[src/rtl/gf_pow.sv]
// Sequential GF(2^M) power / inverse unit using right-to-left square-and-multiply.
// Optional macro GF_POW_EARLY_EXIT_EN retires as soon as the remaining exponent is zero.
module gf_pow #(
  parameter int unsigned M    = 8,
  parameter logic [M:0]  POLY = 9'h11D
) (
  input  logic         clk,
  input  logic         rst_n,
  input  logic         in_valid,
  output logic         in_ready,
  input  logic [M-1:0] in_base,
  input  logic [M-1:0] in_exp,
  input  logic         in_inv,
  output logic         out_valid,
  input  logic         out_ready,
  output logic [M-1:0] out
);

  localparam int unsigned CNT_W = (M > 1) ? $clog2(M) : 1;

  localparam logic [1:0] S_IDLE = 2'd0;
  localparam logic [1:0] S_BUSY = 2'd1;
  localparam logic [1:0] S_DONE = 2'd2;

  // x^(2^M-2) is the multiplicative inverse of x in GF(2^M)
  localparam logic [M-1:0]     INV_EXP  = {{(M-1){1'b1}}, 1'b0};
  localparam logic [M-1:0]     ONE      = M'(1);
  localparam logic [CNT_W-1:0] CNT_LAST = CNT_W'(M - 1);

  logic [1:0]       state_q, state_d;
  logic [M-1:0]     b_q, b_d;
  logic [M-1:0]     e_q, e_d;
  logic [M-1:0]     acc_q, acc_d;
  logic [CNT_W-1:0] cnt_q, cnt_d;
  logic [M-1:0]     out_q, out_d;
  logic             in_ready_q, in_ready_d;
  logic             out_valid_q, out_valid_d;

  logic [M-1:0]     acc_step;
  logic [M-1:0]     b_sq;
  logic [M-1:0]     e_shift;
  logic             last_iter;

  // Shift-and-add multiply, MSB first, reducing by POLY on each shift
  function automatic logic [M-1:0] gf_mul(input logic [M-1:0] a, input logic [M-1:0] b);
    logic [M-1:0] p;
    p = '0;
    for (int i = int'(M) - 1; i >= 0; i--) begin
      p = {p[M-2:0], 1'b0} ^ (p[M-1] ? POLY[M-1:0] : '0);
      if (a[i]) p = p ^ b;
    end
    return p;
  endfunction

  always_comb begin
    state_d     = state_q;
    b_d         = b_q;
    e_d         = e_q;
    acc_d       = acc_q;
    cnt_d       = cnt_q;
    out_d       = out_q;
    in_ready_d  = in_ready_q;
    out_valid_d = out_valid_q;

    acc_step = e_q[0] ? gf_mul(acc_q, b_q) : acc_q;
    b_sq     = gf_mul(b_q, b_q);
    e_shift  = e_q >> 1;
`ifdef GF_POW_EARLY_EXIT_EN
    last_iter = (cnt_q == CNT_LAST) || (e_shift == '0);
`else
    last_iter = (cnt_q == CNT_LAST);
`endif

    case (state_q)
      S_IDLE: begin
        if (in_valid && in_ready_q) begin
          b_d        = in_base;
          e_d        = in_inv ? INV_EXP : in_exp;
          acc_d      = ONE;
          cnt_d      = '0;
          in_ready_d = 1'b0;
          state_d    = S_BUSY;
        end
      end
      S_BUSY: begin
        b_d   = b_sq;
        e_d   = e_shift;
        acc_d = acc_step;
        cnt_d = CNT_W'(cnt_q + 1'b1);
        if (last_iter) begin
          out_d       = acc_step;
          out_valid_d = 1'b1;
          state_d     = S_DONE;
        end
      end
      S_DONE: begin
        // Retire only; a new request is taken one edge later
        if (out_ready) begin
          out_valid_d = 1'b0;
          in_ready_d  = 1'b1;
          state_d     = S_IDLE;
        end
      end
      default: begin
        out_valid_d = 1'b0;
        in_ready_d  = 1'b1;
        state_d     = S_IDLE;
      end
    endcase
  end

  always_ff @(posedge clk or negedge rst_n) begin
    if (!rst_n) begin
      state_q     <= S_IDLE;
      b_q         <= '0;
      e_q         <= '0;
      acc_q       <= '0;
      cnt_q       <= '0;
      out_q       <= '0;
      in_ready_q  <= 1'b1;
      out_valid_q <= 1'b0;
    end else begin
      state_q     <= state_d;
      b_q         <= b_d;
      e_q         <= e_d;
      acc_q       <= acc_d;
      cnt_q       <= cnt_d;
      out_q       <= out_d;
      in_ready_q  <= in_ready_d;
      out_valid_q <= out_valid_d;
    end
  end

  assign in_ready  = in_ready_q;
  assign out_valid = out_valid_q;
  assign out       = out_q;

endmodule

[config.mk]
export PLATFORM = sky130hd
export DESIGN_NAME = gf_pow
export DESIGN_NICKNAME = d
export VERILOG_FILES = /design/src/rtl/gf_pow.sv
export SDC_FILE = /design/constraint.sdc
export NUM_CORES = 1
export LEC_CHECK = 0
export CORE_ASPECT_RATIO = 1.1
export CORE_MARGIN = 2
export CORE_UTILIZATION = 52
export CTS_CLUSTER_DIAMETER = 40
export CTS_CLUSTER_SIZE = 30
export DETAILED_ROUTE_END_ITERATION = 6
export PLACE_DENSITY = 0.76
export SLEW_MARGIN = 40
export SYNTH_ARGS = -nofsm -noshare
export SYNTH_HDL_FRONTEND = slang
export SYNTH_SLANG_ARGS = --single-unit
[constraint.sdc]
create_clock -name clk -period 2.3 [get_ports clk]
set_input_delay 0.46 -clock clk [delete_from_list [all_inputs] [get_ports clk]]
set_output_delay 0.46 -clock clk [all_outputs]
set_load 0.03 [all_outputs]
# [Word-level counts from Yosys, hierarchy flattened]
# Index checks and enable logic that the tools add are counted.
[word_totals] reg_bits=39 latch_bits=0 ramBits=0 rom_bits=0 in_bits=21 out_inout_bits=10 word_cells=103 n_memories=0
[classes] n_addsub=1 multipliers=0 div_mod_pow=0 magnitude_cmp=0 n_eq_ne=6 n_shift=0 n_mux=50 n_bitwise=30 reduce_logical=8
[ops] operator="$mux 8" n=21
[ops] operator="$xor 8x5->8" n=14
[ops] operator="$xor 8x8->8" n=14
[ops] operator="$mux 5" n=14
[ops] operator="$pmux 8 s2" n=3
[ops] operator="$reduce_and 3->1" n=3
[ops] operator="$mux 2" n=3
[ops] operator="$ne 2x2->1 const B" n=3
[ops] operator="$pmux 1 s3" n=2
[ops] operator="$pmux 2 s3" n=1
[ops] operator="$pmux 3 s2" n=1
[ops] operator="$mux 1" n=4
[ops] operator="$reduce_and 2->1" n=2
[ops] operator="$add 3x1->3 const B" n=1
[ops] operator="$eq 3x3->1 const B" n=1
[ops] operator="$mux 3" n=1
[ops] operator="$eq 2x1->1 const B" n=1
[ops] operator="$eq 2x2->1 const B" n=1
[ops] operator="$logic_not 2->1" n=1
[ops] operator="$not 1->1" n=2
[ops] operator="$reduce_bool 2->1" n=1
[ops] operator="$logic_and 1x1->1" n=1

# [Longest topological paths before layout]
# Gate-level depths: netlist of run 1.
[depth] depth_word=31 depth_mapped=10 mapped_depth_nobuf=8

# [Least setup slack after synthesis of run 1]
# OpenSTA, ideal clock, no wires.
[synth_path] path_type="reg-to-reg" startpoint="register b_q[7]" endpoint="register acc_q[4]" setup_ns=0.122 arrival_time_ns=2.245 required_ns=2.178 setup_slack_ns=-0.066 path_stages_with_launch=9 cell_sequence="dfrtp_1 buf_6 mux2_4 a221oi_4 xnor2_1 xnor3_2 xnor3_1 xnor2_1 a32o_1"
[synth_between] elab_chain_len=26 word_cells_on_any_way=30 classes_between="16 x mux; 14 x bitwise"
[synth_lines] item="start: declaration" line="31" rtl="logic [M-1:0] b_q, b_d;"
[synth_lines] item="start signal: assignment" line="115" rtl="b_q <= '0;"
[synth_lines] item="start signal: assignment" line="124" rtl="b_q <= b_d;"
[synth_lines] item="$mux 8" line="50" rtl="if (a[i]) p = p ^ b;"
[synth_lines] item="$mux 5" line="49" rtl="p = {p[M-2:0], 1'b0} ^ (p[M-1] ? POLY[M-1:0] : '0);"
[synth_lines] item="$xor 8x5->8" line="49"
[synth_lines] item="$xor 8x8->8" line="50"
[synth_lines] item="$mux 8" line="50"
[synth_lines] item="$xor 8x5->8" line="49"
[synth_lines] item="$xor 8x8->8" line="50"
[synth_lines] item="$mux 8" line="50"
[synth_lines] item="[10 not listed]"
[synth_lines] item="$xor 8x5->8 / $xor 8x8->8 (equally long branches)" line="49, 50"
[synth_lines] item="$xor 8x8->8 / $mux 8 (equally long branches)" line="50"
[synth_lines] item="$mux 8 *" line="50"
[synth_lines] item="$xor 8x5->8 *" line="49"
[synth_lines] item="$xor 8x8->8" line="50"
[synth_lines] item="$mux 8 *" line="50"
[synth_lines] item="$mux 8 *" line="65" rtl="acc_step = e_q[0] ? gf_mul(acc_q, b_q) : acc_q;"
[synth_lines] item="$pmux 8 s2 *" line="74" rtl="case (state_q)"
[synth_lines] item="end signal: assignment" line="117" rtl="acc_q <= '0;"
[synth_lines] item="end signal: assignment" line="126" rtl="acc_q <= acc_d;"
[synth_lines] item="end: declaration" line="33" rtl="logic [M-1:0] acc_q, acc_d;"
# Mark *: on every way between the ends. The rest lies on a longest branch, timed or not.
# A chain may end at the register's enable or synchronous reset.

# [Final worst setup path of run 1]
[layout_path] startpoint="register b_q[7]" endpoint="register out_q[4] (netlist: out[4])"
[layout_between] elab_chain_len=25 word_cells_on_any_way=29 classes_between="15 x mux; 14 x bitwise"
[layout_lines] item="$mux 8" line="50"
[layout_lines] item="$mux 5" line="49"
[layout_lines] item="$xor 8x5->8" line="49"
[layout_lines] item="$xor 8x8->8" line="50"
[layout_lines] item="$mux 8" line="50"
[layout_lines] item="$xor 8x5->8" line="49"
[layout_lines] item="$xor 8x8->8" line="50"
[layout_lines] item="$mux 8" line="50"
[layout_lines] item="[9 not listed]"
[layout_lines] item="$mux 8 (tied with other cells)" line="50"
[layout_lines] item="$xor 8x5->8 / $xor 8x8->8 (equally long branches)" line="49, 50"
[layout_lines] item="$xor 8x8->8 / $mux 8 (equally long branches)" line="50"
[layout_lines] item="$mux 8 *" line="50"
[layout_lines] item="$xor 8x5->8 *" line="49"
[layout_lines] item="$xor 8x8->8" line="50"
[layout_lines] item="$mux 8 *" line="50"
[layout_lines] item="$mux 8 *" line="65"
[layout_lines] item="end signal: assignment" line="128" rtl="out_q <= out_d;"
[layout_lines] item="end: declaration" line="35" rtl="logic [M-1:0] out_q, out_d;"
# Marks and branches as above.

==> summary.txt, run 1 <==
Outcome
  • Outcome: finished, violations left
  • Failing checks: negative setup slack

Worst setup path
  • Largest driver fanout on the critical path: 7
  • Critical path class: reg2reg
  • Worst setup EP type: register
  • CP arrival: 2620 ps
  • Startpoint Class: register
  • WP data required: 2480 ps

Finish
  • Multi-input gate area: between 1500 and 2000 µm²
  • Fin nets: 430
  • Number of diodes: 0
  • Share of cells above drive strength 1: 22.11%
  • Fill cells: ~400
  • Area growth from synthesis to layout: 28.81%
  • Final std cell area, no fill: 3787 µm²
  • Register area: 982.2 µm²

GRT
  • Initial antenna violation count: 0
  • First-pass GRT wire length: 12630 µm
  • Vias in the first global route: between 2000 and 3000
  • Gr ovfl total: 0
  • Pin count of the biggest net entering global routing: 40
  • GRT Total Usage: 25.97%

Timing
  • Final hold vios: 0
  • Slew Viols, Final: 0
  • Max Fclk: 409.2 MHz
  • Final WS setup: -144.1 ps
  • Setup violators final: 9
  • Worst Tran Pin Value: 692.8 ps
  • Fin crit share: 106.3%
  • Final Skew: roughly 13 ps
  • Min cycle time layout: 2444 ps
  • RSZ-0062 raised after global routing: true
  • Slew headroom: 53.82%

CTS
  • Clk Tree Root Cell: clkbuf_8
  • Skew-Pair Late Insertion Delay: 300 ps
  • Clock net sink count: 39
  • Worst-path clk slew: 90 ps
  • Longest Clk Path Bufs: 2
  • Htree depth: 2
  • CTS Buf Count: 5
  • CTS hold repair buffers: 0
  • CTS tree: built

Detailed routing
  • Detail Route Antenna Nets: 0
  • DRT Pass-1 Iters: 5
  • Wire per inst: approximately 16 µm
  • DR vias: 2665
  • DRT iter0 DRCs: 227
  • # DRC: 0
  • WL final: 7833 µm
  • Via/cell ratio: 5.529

Synth
  • Syn. warnings: 0
  • Synth cell count leaders: nand2_1, xnor2_1, dfrtp_1
  • Mapped cell area: ~2900 µm²
  • Post-synth EDFFs: 0
  • Post-synthesis cell type count: 46
  • Main flop type after synthesis: dfrtp_1
  • Top cell type's share of synthesized area: 32.34%
  • Synth top area cells: dfrtp_1, xnor2_1, nand2_1
  • Post-synthesis instance total: 350
  • Synth area leader: dfrtp_1
  • Syn Nets: 374
  • Most common cell in the synthesized netlist: nand2_1
  • Post-synthesis sequential area ratio: 33.23%
  • Syn Area/Cell: 8.401 µm²
  • Ys async rst share: between 90% and 100%
  • Seq cells post-synth: 39

Floorplanning
  • Initial Util: 54.15%
  • Height of the die: 82.87 µm
  • Core Area: 5430 µm²
  • Row count: 28
  • Ports: 31
  • Die width: 75.70 µm
  • Die ar.: 6272 µm²

Placed design
  • Final HPWL DP: roughly 5300 µm
  • PortBufs: 30
  • GP Congestion: 0.9168
  • Placed inst area: around 3500 µm²

Flow run
  • Max cap viols: 0

Worst hold path
  • Min-Delay Path Class: in2async
-- worst paths after layout --
check,start,endpoint,slack [ps],depth (start not counted)
setup / recovery,b_q[7]$_DFFE_PN0P_,out[4]$_DFFE_PN0P_,-140,9
setup reg to reg,b_q[7]$_DFFE_PN0P_,out[4]$_DFFE_PN0P_,-140,9
max in group asynchronous,rst_n,b_q[6]$_DFFE_PN0P_,1800,1
min in group clk,e_q[7]$_DFFE_PN0P_,e_q[6]$_DFFE_PN0P_,490,2
hold / removal,rst_n,acc_q[2]$_DFFE_PN0P_,130,1
hold reg to reg,e_q[7]$_DFFE_PN0P_,e_q[6]$_DFFE_PN0P_,490,2
-- logic make-up after synthesis --
kind of cell,after synthesis,share of synthesized area [%]
xor gates and xnor gates,72,24.38
and+or+nand+nor,135,19.06
AOI/OAI and AO/OA,58,12.89
muxes,10,3.744
buffers and inverters,33,5.404
DFF,39,33.23
adders and majority gates,3,1.277
-- stage by stage --
step           std cells  hold WS [ps]  worst slack (ps)  utilization, %  setup TNS [ps]
5_1_grt              482         166.2            -246.0           69.75           -1731
2_1_floorplan        350         164.4             10.43               -               0
4_1_cts              479         149.5            -80.35           67.49          -280.5
3_5_place_dp         466         461.2            -174.7           64.31          -614.8
3_3_place_gp         466         456.8            -69.86           64.26          -231.9
6_report             482         130.9            -144.1           69.75          -470.9
-- cells in the final DEF, fill, tap and decap left out, types with 2 or more instances in the layout --
master,instances
inv_1,3
clkbuf_8,5
a21oi_1,5
nand2b_1,3
o31ai_1,7
nand3_1,3
buf_6,4
o21ai_0,18
mux2i_1,5
a32o_1,2
xnor3_2,3
and3_1,2
nor2b_1,2
xnor2_2,7
buf_4,46
a31oi_1,4
xor2_2,4
nor2_1,17
dfrtp_1,34
clkdlybuf4s50_1,29
dfrtp_2,4
ha_1,3
xnor2_1,42
xnor3_1,2
mux2_4,2
o21ai_1,8
xor2_1,12
mux2_2,3
nor3_1,9
nand2_1,93
-- area by class of cell --
class / instances / area share [%]
Timing Repair Buffer: 79 / 17.97
Inverter: 3 / 0.2973
Multi-Input combinational cell: 278 / 51.07
Clock inverter: 2 / 0.3304
Clock buffer: 6 / 1.916
Tap cell: 75 / 2.478
Sequential cell: 39 / 25.93
-- per-layer routing --
layer	up-vias	part of all wire, %	global-route usage, %
met2	95	53	43.64
met3	17	4.4	4.005
met1	1291	41	33.88
met5	-	0	0
li1	1262	-	-
met4	0	1.9	7.656
-- sequential cells by signal, indices dropped and copies added (netlist names) --
signal     count
cnt_q          3
state_q        2
in_ready       1
out_valid      1
b_q            8
out            8
acc_q          8
e_q            8
-- worst max-delay path, stage by stage, from the launching register on --
cell	delay, ps
dfrtp_2	460
mux2_4	320
a221oi_4	250
xnor2_2	150
xnor3_2	330
buf_6	150
xnor3_1	220
xnor2_2	180
mux2i_1	190
o21ai_1	80
-- what timing repair did --
item	4_1_cts	5_1_grt
pin swaps	12	7
buffers inserted	5	3
gates resized for setup	14	19
setup endpoints to repair	12	14
Power of run 1 is left out: the tool's default activity adds up to more than one toggle a clock period on the data nets, which glitch-free logic cannot reach.
==> inputs of run 2 (changes only) <==
ABC_CLOCK_PERIOD_IN_PS = 2300   (was unset)
==> results of run 2 <==
Same layout as run 1: the final DEF is identical, and so are final timing and power.
Power of run 2 is left out for the same reason.
